==> config.mk <==
export PLATFORM = sky130hd
export DESIGN_NAME = uart_match_rx_flat
export DESIGN_NICKNAME = d
export VERILOG_FILES = /design/src/rtl/uart_match_rx_if.sv /design/src/rtl/uart_match_rx.sv /design/src/flat_wrapper.sv
export SDC_FILE = /design/constraint.sdc
export NUM_CORES = 1
export LEC_CHECK = 0
export CAP_MARGIN = 10
export CORE_ASPECT_RATIO = 1.4
export CORE_MARGIN = 2
export CORE_UTILIZATION = 40
export CTS_CLUSTER_SIZE = 25
export DETAILED_ROUTE_END_ITERATION = 6
export DONT_BUFFER_PORTS = 1
export PLACE_DENSITY = 0.6
export REMOVE_ABC_BUFFERS = 1
export SKIP_LAST_GASP = 1
export SLEW_MARGIN = 20
export SYNTH_ARGS = -nofsm -noshare
export SYNTH_HDL_FRONTEND = slang
export SYNTH_SLANG_ARGS = --single-unit
==> constraint.sdc <==
create_clock -name clk -period 2 [get_ports clk]
set_clock_uncertainty 0.15 [all_clocks]
set_input_delay 0.2 -clock clk [delete_from_list [all_inputs] [get_ports clk]]
set_output_delay 0.2 -clock clk [all_outputs]
set_load 0.01 [all_outputs]
==> src/rtl/uart_match_rx_if.sv <==
// uart_match_rx_if: configuration and result bus of the UART match stage.
// master: drives baud_cnt/mask/match/trig_clr and reads rx_data/rdy/frm_err/UARTtrig.
// slave: the receiver side (uart_match_rx).
interface uart_match_rx_if #(
    parameter int BAUD_W = 16
);
    logic [BAUD_W-1:0] baud_cnt;
    logic [7:0]        mask;
    logic [7:0]        match;
    logic              trig_clr;
    logic [7:0]        rx_data;
    logic              rdy;
    logic              frm_err;
    logic              UARTtrig;

    modport master (
        output baud_cnt, mask, match, trig_clr,
        input  rx_data, rdy, frm_err, UARTtrig
    );

    modport slave (
        input  baud_cnt, mask, match, trig_clr,
        output rx_data, rdy, frm_err, UARTtrig
    );
endinterface

==> src/rtl/uart_match_rx.sv <==
// uart_match_rx: UART (8N1, LSB first) receiver with masked byte match and a
// sticky trigger flag for the protocol trigger path.
// Ports: clk, rst_n (synchronous, active-high), RX (async serial line),
//   bus (slave): baud_cnt, mask, match, trig_clr in; rx_data, rdy, frm_err,
//   UARTtrig out.
// Option: define UART_PARITY_EN for 8E1 frames with even-parity checking.
module uart_match_rx #(
    parameter int SYNC_STAGES = 2,
    parameter int BAUD_W      = 16
) (
    input  logic           clk,
    input  logic           rst_n,
    input  logic           RX,
    uart_match_rx_if.slave bus
);

`ifdef UART_PARITY_EN
    typedef enum logic [2:0] {IDLE, START, DATA, PARITY, STOP} state_t;
`else
    typedef enum logic [1:0] {IDLE, START, DATA, STOP} state_t;
`endif

    localparam logic [BAUD_W-1:0] ONE = BAUD_W'(1);
    localparam logic [BAUD_W-1:0] TWO = BAUD_W'(2);

    state_t                 state;
    logic [SYNC_STAGES-1:0] sync_q;
    logic                   rx_s;
    logic                   rx_prev;
    logic [BAUD_W-1:0]      period;
    logic [BAUD_W-1:0]      cnt;
    logic [BAUD_W-1:0]      p_new;
    logic [3:0]             idx;
    logic [7:0]             shifter;
    logic                   hit;
    logic                   stop_ok;
    logic [7:0]             rx_data_q;
    logic                   rdy_q;
    logic                   frm_q;
    logic                   trig_q;
`ifdef UART_PARITY_EN
    logic                   par_ok;
`endif

    assign rx_s = sync_q[SYNC_STAGES-1];

    always_comb begin
        p_new = (bus.baud_cnt < TWO) ? TWO : bus.baud_cnt;
        hit   = ((shifter ^ bus.match) & ~bus.mask) == 8'h00;
`ifdef UART_PARITY_EN
        stop_ok = rx_s & par_ok;
`else
        stop_ok = rx_s;
`endif
    end

    // Counters reload with period-1 so samples are exactly P clocks apart;
    // the start-bit wait of P/2-1 lands the first sample mid-bit.
    always_ff @(posedge clk) begin
        if (rst_n) begin
            state     <= IDLE;
            sync_q    <= '1;
            rx_prev   <= 1'b1;
            period    <= TWO;
            cnt       <= '0;
            idx       <= '0;
            shifter   <= '0;
            rx_data_q <= '0;
            rdy_q     <= 1'b0;
            frm_q     <= 1'b0;
            trig_q    <= 1'b0;
`ifdef UART_PARITY_EN
            par_ok    <= 1'b0;
`endif
        end else begin
            sync_q  <= {sync_q[SYNC_STAGES-2:0], RX};
            rx_prev <= rx_s;
            rdy_q   <= 1'b0;
            frm_q   <= 1'b0;
            // A hit in the STOP branch below overrides this clear.
            if (bus.trig_clr) trig_q <= 1'b0;
            unique case (state)
                IDLE: begin
                    if (rx_prev && !rx_s) begin
                        period <= p_new;
                        cnt    <= (p_new >> 1) - ONE;
                        state  <= START;
                    end
                end
                START: begin
                    if (cnt != '0) begin
                        cnt <= cnt - ONE;
                    end else if (rx_s) begin
                        state <= IDLE;
                    end else begin
                        cnt   <= period - ONE;
                        idx   <= '0;
                        state <= DATA;
                    end
                end
                DATA: begin
                    if (cnt != '0) begin
                        cnt <= cnt - ONE;
                    end else begin
                        shifter <= {rx_s, shifter[7:1]};
                        cnt     <= period - ONE;
                        idx     <= idx + 4'd1;
                        if (idx == 4'd7) begin
`ifdef UART_PARITY_EN
                            state <= PARITY;
`else
                            state <= STOP;
`endif
                        end
                    end
                end
`ifdef UART_PARITY_EN
                PARITY: begin
                    if (cnt != '0) begin
                        cnt <= cnt - ONE;
                    end else begin
                        par_ok <= (rx_s == ^shifter);
                        cnt    <= period - ONE;
                        state  <= STOP;
                    end
                end
`endif
                STOP: begin
                    if (cnt != '0) begin
                        cnt <= cnt - ONE;
                    end else begin
                        state <= IDLE;
                        if (stop_ok) begin
                            rx_data_q <= shifter;
                            rdy_q     <= 1'b1;
                            if (hit) trig_q <= 1'b1;
                        end else begin
                            frm_q <= 1'b1;
                        end
                    end
                end
                default: state <= IDLE;
            endcase
        end
    end

    assign bus.rx_data  = rx_data_q;
    assign bus.rdy      = rdy_q;
    assign bus.frm_err  = frm_q;
    assign bus.UARTtrig = trig_q;

endmodule

==> src/flat_wrapper.sv <==
// flat-port wrapper written by rule: the top's interface ports become plain ports
module uart_match_rx_flat 
#(
    parameter int SYNC_STAGES = 2,
    parameter int BAUD_W      = 16
)
  (clk, rst_n, RX, bus_baud_cnt, bus_mask, bus_match, bus_trig_clr, bus_rx_data, bus_rdy, bus_frm_err, bus_UARTtrig);
  uart_match_rx_if #(.BAUD_W(BAUD_W)) bus_i ();
  input  logic clk;
  input  logic rst_n;
  input  logic RX;
  input wire logic [$bits(bus_i.baud_cnt)-1:0] bus_baud_cnt;
  input wire logic [$bits(bus_i.mask)-1:0] bus_mask;
  input wire logic [$bits(bus_i.match)-1:0] bus_match;
  input wire logic [$bits(bus_i.trig_clr)-1:0] bus_trig_clr;
  output wire logic [$bits(bus_i.rx_data)-1:0] bus_rx_data;
  output wire logic [$bits(bus_i.rdy)-1:0] bus_rdy;
  output wire logic [$bits(bus_i.frm_err)-1:0] bus_frm_err;
  output wire logic [$bits(bus_i.UARTtrig)-1:0] bus_UARTtrig;
  assign bus_i.baud_cnt = bus_baud_cnt;
  assign bus_i.mask = bus_mask;
  assign bus_i.match = bus_match;
  assign bus_i.trig_clr = bus_trig_clr;
  assign bus_rx_data = bus_i.rx_data;
  assign bus_rdy = bus_i.rdy;
  assign bus_frm_err = bus_i.frm_err;
  assign bus_UARTtrig = bus_i.UARTtrig;
  uart_match_rx #(.SYNC_STAGES(SYNC_STAGES), .BAUD_W(BAUD_W)) u_core (.clk(clk), .rst_n(rst_n), .RX(RX), .bus(bus_i));
endmodule
======== After elaboration in Yosys (flattened, before gate mapping) ========
Cells that the tools add are included.
storage, ports and cells
  word-level logic and storage cells ...... 71
  bits in registers ....................... 60
operators by class
  equal/unequal tests ..................... 12
  reductions and logical operators ........ 13
  add/sub/neg operators ................... 4
  order comparisons ....................... 1
  multiplexer cells ....................... 25
  bitwise gates (word level) .............. 5
operator list
  operator                                                     count
  2-to-1 mux 16 bit                                            6
  one-hot mux 16 bit (4 select lines)                          1
  subtractor 16 x 1 -> 16 bit, second input constant           2
  less-than comparator 16 x 2 -> 1 bit, second input constant  1
  nonzero test 16 bit                                          1
  subtractor 15 x 1 -> 16 bit, second input constant           1
  2-to-1 mux 2 bit                                             6
  2-to-1 mux 4 bit                                             3
  bitwise AND 8 bit                                            1
  logical NOT 8 bit                                            1
  != test 2 bit, second input constant                         4
  inverter 8 bit                                               1
  one-hot mux 2 bit (4 select lines)                           1
  one-hot mux 4 bit (2 select lines)                           1
  bitwise XOR 8 bit                                            1
  2-to-1 mux 1 bit                                             7
  != test 2 x 1 -> 1 bit, second input constant                3
  AND reduction 3 bit                                          2
  AND reduction 5 bit                                          1
  adder 4 x 1 -> 4 bit, second input constant                  1
  == test 2 bit, second input constant                         2
  == test 4 x 3 -> 1 bit, second input constant                1
  AND reduction 2 bit                                          2
  AND reduction 4 bit                                          1
  other kinds (8)                                              9

======== Logic depth before layout (Yosys ltp) ========
Gate-level depths: netlist (run 1).
  depth in word-level cells ............... 7
  depth in mapped cells ................... 12
  depth with buffers taken out ............ 11

======== Least setup slack after synthesis (run 1) ========
OpenSTA, ideal clock, no wires.
  kind .................................... register to register
  start ................................... register u_core.period[0]
  end ..................................... register u_core.cnt[8]
  setup slack ............................. -175 ps
  stages on the path, launching flop included .. 9
  required time ........................... 1719 ps
  setup time .............................. 131 ps
  data arrival time ....................... 1894 ps
  cell sequence ........................... dfxtp_1 -> inv_1 -> ha_1 -> or4b_4 -> nor4_1 -> xnor2_1 -> nor2_1 -> a2111oi_0 -> nor3_1
on the way
  word-level cells in the longest chain between the ends .. 4
  elaborated cells between the ends (all ways) .. 5
  those cells by class .................... add/sub: 1; mux: 4
ends and longest elaborated chain
  item                                   line                                       source
  start, declared                        uart_match_rx.sv:30                        logic [BAUD_W-1:0] period;
  start signal, assigned                 uart_match_rx.sv:85                        period <= p_new;
  subtractor 16 x 1 -> 16 bit *          uart_match_rx.sv:96, uart_match_rx.sv:106
  2-to-1 mux 16 bit                      uart_match_rx.sv:93                        end else if (rx_s) begin
  2-to-1 mux 16 bit                      uart_match_rx.sv:91                        if (cnt != '0) begin
  one-hot mux 16 bit (4 select lines) *  uart_match_rx.sv:82                        unique case (state)
  end signal, assigned                   uart_match_rx.sv:92                        cnt <= cnt - ONE;
  end signal, assigned                   uart_match_rx.sv:96                        cnt <= period - ONE;
  end signal, assigned                   uart_match_rx.sv:106                       cnt <= period - ONE;
  end, declared                          uart_match_rx.sv:31                        logic [BAUD_W-1:0] cnt;
Mark *: on every way between the ends. The rest lies on a longest branch, timed or not. The select of a mux whose other input is x is not followed.
A chain may end at the register's enable or synchronous reset.

======== Worst setup path in the final report (run 1) ========
  start ................................... register u_core.period[1]
  end ..................................... register u_core.cnt[14]
The elaborated chain is that of the path after synthesis.

==> results.yml, run 1 <==
logic_synthesis:
  syn_inst: 464
  syn_area_um2: 3760
  avgSynthCellArea_um2: 8.11
  synth_top_flop_cell: "dfxtp_1"
  synth_top_area_frac: 0.319
  netlist_top_cells_area: "dfxtp_1 (32%), nand2_1 (9.2%), a21oi_1 (6.3%), xnor2_1 (5.6%), xor2_1 (4.9%)"
  synth_area_leader_cell: "dfxtp_1"
  ys_types: 70
  synth-async-reset-ratio: 0
  ys_seq_area_frac: 0.319
  synth_edf_count: 0
  synth-seq-cells: 60
  ys_warn_count: 0
timing:
  setup-tns-final_ps: -1380
  worstMarginPinSlew_ps: 347
  fmax_ghz: 0.465
  fin_ws_ps: -148
  timing.hold.ws_ps: -225
  finalCriticalPeriod_ps: 2150
  hold_viol: 47
  maxSlewHeadroom: 0.767
  slew_viol_final: 0
  rsz0062_at_grt: "true"
  fin_crit_sh: 1.07
  setup_viol_count_final: 28
cts:
  cts_root_buf: "clkbuf_16"
  clock_latency_ps: 340
  clock-sinks: 60
  tritoncts: "done"
  path_clk_slew_ps: 50
  cts_htree_levels: 3
  hold_buffers: 4
  cts_inserted_buffers: 9
  cts_buffer_depth: 2
detailed_routing:
  drtIter0Drc: 114
  ant_nets: 0
  dr.pass1.iters: 4
  drc_errors: 0
  num_vias: 3820
  wl_um: 11900
  viasPerCell: 5.70
  wl_per_cell_um: 17.7
global_routing:
  overflow: 0
  grt_pass1_wl_um: 18900
  grt_pass1_vias: 3816
  grt_max_degree: 49
  antenna_found_initial: 0
  grt_use_total: 0.236
setup_path:
  critical_path_class: "reg2reg"
  end_kind: "flop"
  required_ps: 2070
  worst_path_max_delay_cell: "or4b_4"
  cp_num_buf_inv: 2
  cp_max_fo: 4
  max_stage_delay_ps: 480
  path_delay_family: "simple AND/OR/NAND/NOR gates"
  cp-start-kind: "flop"
  worstPathArrival_ps: 2220
  cp_cell_sequence: "inv_2 -> ha_4 -> or4b_4 -> buf_6 -> nor4_4 -> xnor2_1 -> o22ai_1 -> o21ai_1 -> a21oi_1"
die:
  core-area_um2: 9080
  design.die.area_um2: 10200
  fp.dieH_um: 119
  rows: 41
  die_x_um: 86.0
  io_pins: 47
  initial_core_util: 0.414
layout:
  finalNetCount: 604
  antenna_cells: 0
  syn2layout_area_growth_pct: 44.1
  fin_util: 0.597
  fillers: 789
  drive_above_1_share: 0.428
  fin_area_um2: 5420
placement:
  port_buffers: 0
  placed_area_um2: 4410
  hpwl_um: 8330
  gp_congestion: 0.890
hold_path:
  hold_class: "in2reg"
power_and_ir_drop:
  p_leak_nw: 2.10
  p_per_area_nw_per_um2: 1050
  ir_worst_vdd_v: 0.000548
flow_run:
  cap_viol_max_count: 0
outcome:
  violations: "hold timing, setup timing"
  status: "finished, violations left"
[metrics by stage]
stage	std cells	power, mW	worst slack, ps
floorplan	441	2.49	-664
global placement	634	3.41	-189
detailed placement	634	3.43	-237
CTS	662	5.41	-85.7
global route	670	5.97	-223
finish	670	5.71	-148
[report_power, final]
group	leakage [nW]	internal [mW]	switching (mW)	total, mW
Clock	0.155	1.08	0.576	1.66
Combinational	1.46	1.33	1.36	2.68
Sequential	0.490	1.29	0.0813	1.37
Total	2.10	3.70	2.01	5.71
[final cells by class]
class,instances,area (µm²),area share
sequential,60,1210,0.224
tap,107,134,0.0247
timing repair buffer,106,887,0.164
multi-input combinational,368,2830,0.521
inverter,13,48.8,0.00900
clock buffer,9,225,0.0415
clock inverter,7,91.3,0.0168
[state kept, by name (all words and copies together) (netlist names), named ones only]
register	flops
u_core.idx	4
u_core.shifter	8
u_core.sync_q	2
u_core.state	1
u_core.bus.rdy	1
u_core.cnt	16
u_core.bus.UARTtrig	1
u_core.period	16
u_core.bus.rx_data	8
u_core.bus.frm_err	1
u_core.rx_prev	1
[worst paths after layout]
check	startpoint	depth (start not counted)	slack [ps]	to
worst max-delay path	u_core.period[1]	9	-150	u_core.cnt[14]
worst min-delay path	rst_n	1	-230	u_core.period[15]
worst max register to register	u_core.period[1]	9	-150	u_core.cnt[14]
worst min register to register	u_core.period[12]	2	350	u_core.period[12]
[logic make-up (layout without fill, tap and decap cells)]
group	after synthesis	in the layout	synth area share
compound gates	115	115	0.201
fa+ha+maj	10	10	0.0332
flops	60	60	0.319
xor+xnor	45	45	0.105
buf+inv	36	135	0.0485
simple gates	195	195	0.285
mux	3	3	0.00831
[metal layers]
metal,vias up,global-route usage,part of all wire
met3,37,0.0489,0.050
met4,0,0.125,0.042
met5,-,0,0
li1,1844,-,-
met2,125,0.406,0.53
met1,1814,0.266,0.38
[worst register-to-register path, cell delays in order (launching register included)]
cell,delay (ps)
dfxtp_2,330
inv_2,60
ha_4,130
or4b_4,480
buf_6,160
nor4_4,220
xnor2_1,150
o22ai_1,100
o21ai_1,170
a21oi_1,80
[Yosys cell counts, types with 4 or more instances]
cell and count:
buf_6 4, nand3_1 12, xnor2_1 24, nand2_1 92
nor4_1 8, nand4_1 4, nor3b_1 6, o21ai_0 12
and2_1 4, o221ai_1 5, clkbuf_1 12, or2_2 4
nor3_1 10, ha_1 10, inv_1 13, nor4b_2 4
a21oi_2 4, nor2_1 24, o22ai_1 7, a21oi_1 47
o211ai_1 6, xor2_1 21, dfxtp_1 60
[placed cells by master, fill, tap and decap left out, types with 6 or more instances in the layout]
master,count
nand2_1,64
o21ai_1,6
inv_1,9
xor2_1,20
buf_4,85
nor3_1,8
a21oi_1,27
ha_1,7
buf_6,15
xnor2_1,24
nand2_2,20
nand3_1,9
a21oi_2,24
clkbuf_16,10
o21ai_0,6
dfxtp_1,53
nand2_4,8
o211ai_1,6
nor2_1,21
nor3b_1,6
o22ai_1,7
dfxtp_2,6
[repair_timing]
| action | in CTS | in global routing |
|---|---|---|
| setup buffers | 8 | 7 |
| gates cloned | 0 | 1 |
| gates resized for setup | 53 | 84 |
| hold endpoints to repair | 51 | 47 |
| pin swaps | 30 | 48 |
| setup endpoints to repair | 39 | 38 |
Power figures use the tool's default switching activity.
==> run 2: changes to the inputs <==
--- a/config.mk
+++ b/config.mk
@@ -6,13 +6,15 @@
 export NUM_CORES = 1
 export LEC_CHECK = 0
 export CAP_MARGIN = 10
+export CELL_PAD_IN_SITES_DETAIL_PLACEMENT = 1
+export CELL_PAD_IN_SITES_GLOBAL_PLACEMENT = 1
 export CORE_ASPECT_RATIO = 1.4
 export CORE_MARGIN = 2
 export CORE_UTILIZATION = 40
 export CTS_CLUSTER_SIZE = 25
 export DETAILED_ROUTE_END_ITERATION = 6
 export DONT_BUFFER_PORTS = 1
-export PLACE_DENSITY = 0.6
+export PLACE_DENSITY = 0.76
 export REMOVE_ABC_BUFFERS = 1
 export SKIP_LAST_GASP = 1
 export SLEW_MARGIN = 20
==> results.yml, run 2 (synthesis gave the netlist of run 1 again) <==
power_and_ir_drop:
  power.total_mw: 6.02
  ir_worst_vdd_v: 0.000408
  swShare: 0.390
  switchingPower_mw: 2.34
  pwr-share-clk: 0.236
  intPower_mw: 3.67
  p_seq_frac: 0.232
  p_per_area_nw_per_um2: 1080
  pwr-share-comb: 0.533
  p_leak_nw: 2.02
layout:
  fin_util: 0.612
  finalNetCount: 610
  fillers: 1053
  drive_above_1_share: 0.441
  largest_registers: "u_core.cnt: 16 flops, u_core.period: 16 flops"
  finalNonFillerCells: 676
  layout_common_cells: "buf_4 (85), nand2_1 (71), dfxtp_1 (51)"
  syn2layout_area_growth_pct: 47.5
  antenna_cells: 0
  final_common_cell: "buf_4"
detailed_routing:
  viasPerCell: 6.03
  wl_per_cell_um: 23.2
  wl_um: 15700
  num_vias: 4077
  drc_errors: 0
  dr.pass1.iters: 4
  drtIter0Drc: 214
  ant_nets: 0
flow_run:
  cap_viol_max_count: 0
global_routing:
  grt_pass1_vias: 4345
  antenna_found_initial: 0
  busiest_layer: "met2"
  grt_use_met3: 0.0440
  grt_use_total: 0.277
  grt_pass1_wl_um: 22100
  overflow: 0
  met1_usage: 0.300
  use_met2: 0.499
  grt_max_degree: 49
placement:
  port_buffers: 0
  hpwl_um: 9470
  placed_cells: 634
  gp_congestion: 0.910
cts:
  path_clk_slew_ps: 50
  cts_buffer_depth: 2
  hold_buffers: 4
  cts_htree_levels: 3
  tritoncts: "done"
  cts_root_buf: "clkbuf_16"
  cts_inserted_buffers: 9
  clock_latency_ps: 330
  clock-sinks: 60
setup_path:
  r2r_cells: 11
  worst_path_max_delay_cell: "dfxtp_4"
  path_delay_family: "compound AO/OA/AOI/OAI gates"
  worstReg2RegEnd: "u_core.cnt[14]"
  cp_num_buf_inv: 4
  crit_path_start: "u_core.cnt[1]"
  crit_end: "u_core.cnt[14]"
  max_stage_delay_ps: 360
  cp_max_fo: 3
  cpMostUsedCell: "buf_4"
  worstPathArrival_ps: 2430
  end_kind: "flop"
  cp-start-kind: "flop"
  cp_cell_sequence: "inv_4 -> buf_6 -> ha_4 -> nor3b_4 -> buf_4 -> buf_4 -> nand4_1 -> xor2_1 -> o22ai_1 -> o21ai_1 -> a21oi_1"
  worstReg2RegStart: "u_core.cnt[1]"
  critical_path_class: "reg2reg"
  required_ps: 2100
  reg2reg_slack_ps: -330
  cp.depth: 11
timing:
  fmax_ghz: 0.429
  timing.hold.ws_ps: -215
  setup_viol_count_final: 39
  rsz0062_at_grt: "true"
  finalCriticalPeriod_ps: 2330
  slew_viol_final: 0
  fin_ws_ps: -330
  maxSlewHeadroom: 0.674
  worstMarginPinSlew_ps: 489
  hold_viol: 47
  fin_crit_sh: 1.17
  setup-tns-final_ps: -4340
die:
  design.die.area_um2: 10200
  fp.dieH_um: 119
  io_pins: 47
  core-area_um2: 9080
  initial_core_util: 0.414
  rows: 41
  die_x_um: 86.0
hold_path:
  hold_class: "in2reg"
outcome:
  violations: "hold timing, setup timing"
  status: "finished, violations left"
run 2: cell count changes in the layout (fill, tap and decap cells not counted), moves of 3 or more:
cell      change
buf_6         +5
nor4_4        +3
nand2_4       -6
nor3_1        -3
clkbuf_1      +4
nand2_1       +7
run 2: how the worst min path moves through the flow:
| stage | startpoint | endpoint | slack, ps | depth (start not counted) |
|---|---|---|---|---|
| floorplan | rst_n | u_core.cnt[0] | 110 | 1 |
| global placement | rst_n | u_core.period[13] | 130 | 1 |
| detailed placement | rst_n | u_core.period[12] | 130 | 1 |
| CTS | rst_n | u_core.cnt[3] | -230 | 1 |
| global route | rst_n | u_core.cnt[3] | -230 | 1 |
| finish | rst_n | u_core.period[12] | -220 | 1 |
run 2: area by class of cell:
type,instances,area (µm²),area share
Inverter,13,51.3,0.00924
Tap cell,107,134,0.0241
Clock buffer,14,254,0.0457
Multi-Input combinational cell,369,2950,0.531
Sequential cell,60,1210,0.219
Timing Repair Buffer,111,938,0.169
Clock inverter,2,10.0,0.00180
run 2: routing by layer:
metal | wire [µm] | share of wire
met3 | 613 | 0.039
met4 | 635 | 0.041
met5 | 0 | 0
met2 | 8750 | 0.56
met1 | 5660 | 0.36
run 2: stage by stage:
stage | instance area (µm²) | setup slack [ps] | hold WS, ps
after floorplan | 3630 | -664 | 112
after global placement | 4410 | -202 | 125
after detailed placement | 4410 | -320 | 128
after CTS | 5050 | -155 | -231
after global routing | 5550 | -374 | -225
final | 5550 | -330 | -215
run 2: power by group through the flow:
stage / registers (mW) / clock network [mW] / logic (mW)
CTS: 1.38 / 1.42 / 2.46
global route: 1.40 / 1.51 / 3.34
global placement: 1.38 / 0 / 1.97
finish: 1.39 / 1.42 / 3.20
floorplan: 1.41 / 0 / 1.08
detailed placement: 1.38 / 0 / 2.06
run 2: repair_timing:
action	4_1_cts	5_1_grt
hold endpoints to repair	51	47
setup endpoints to repair	39	41
gates resized for setup	67	94
cloned	0	1
pin swaps	39	66
setup buffers	11	11
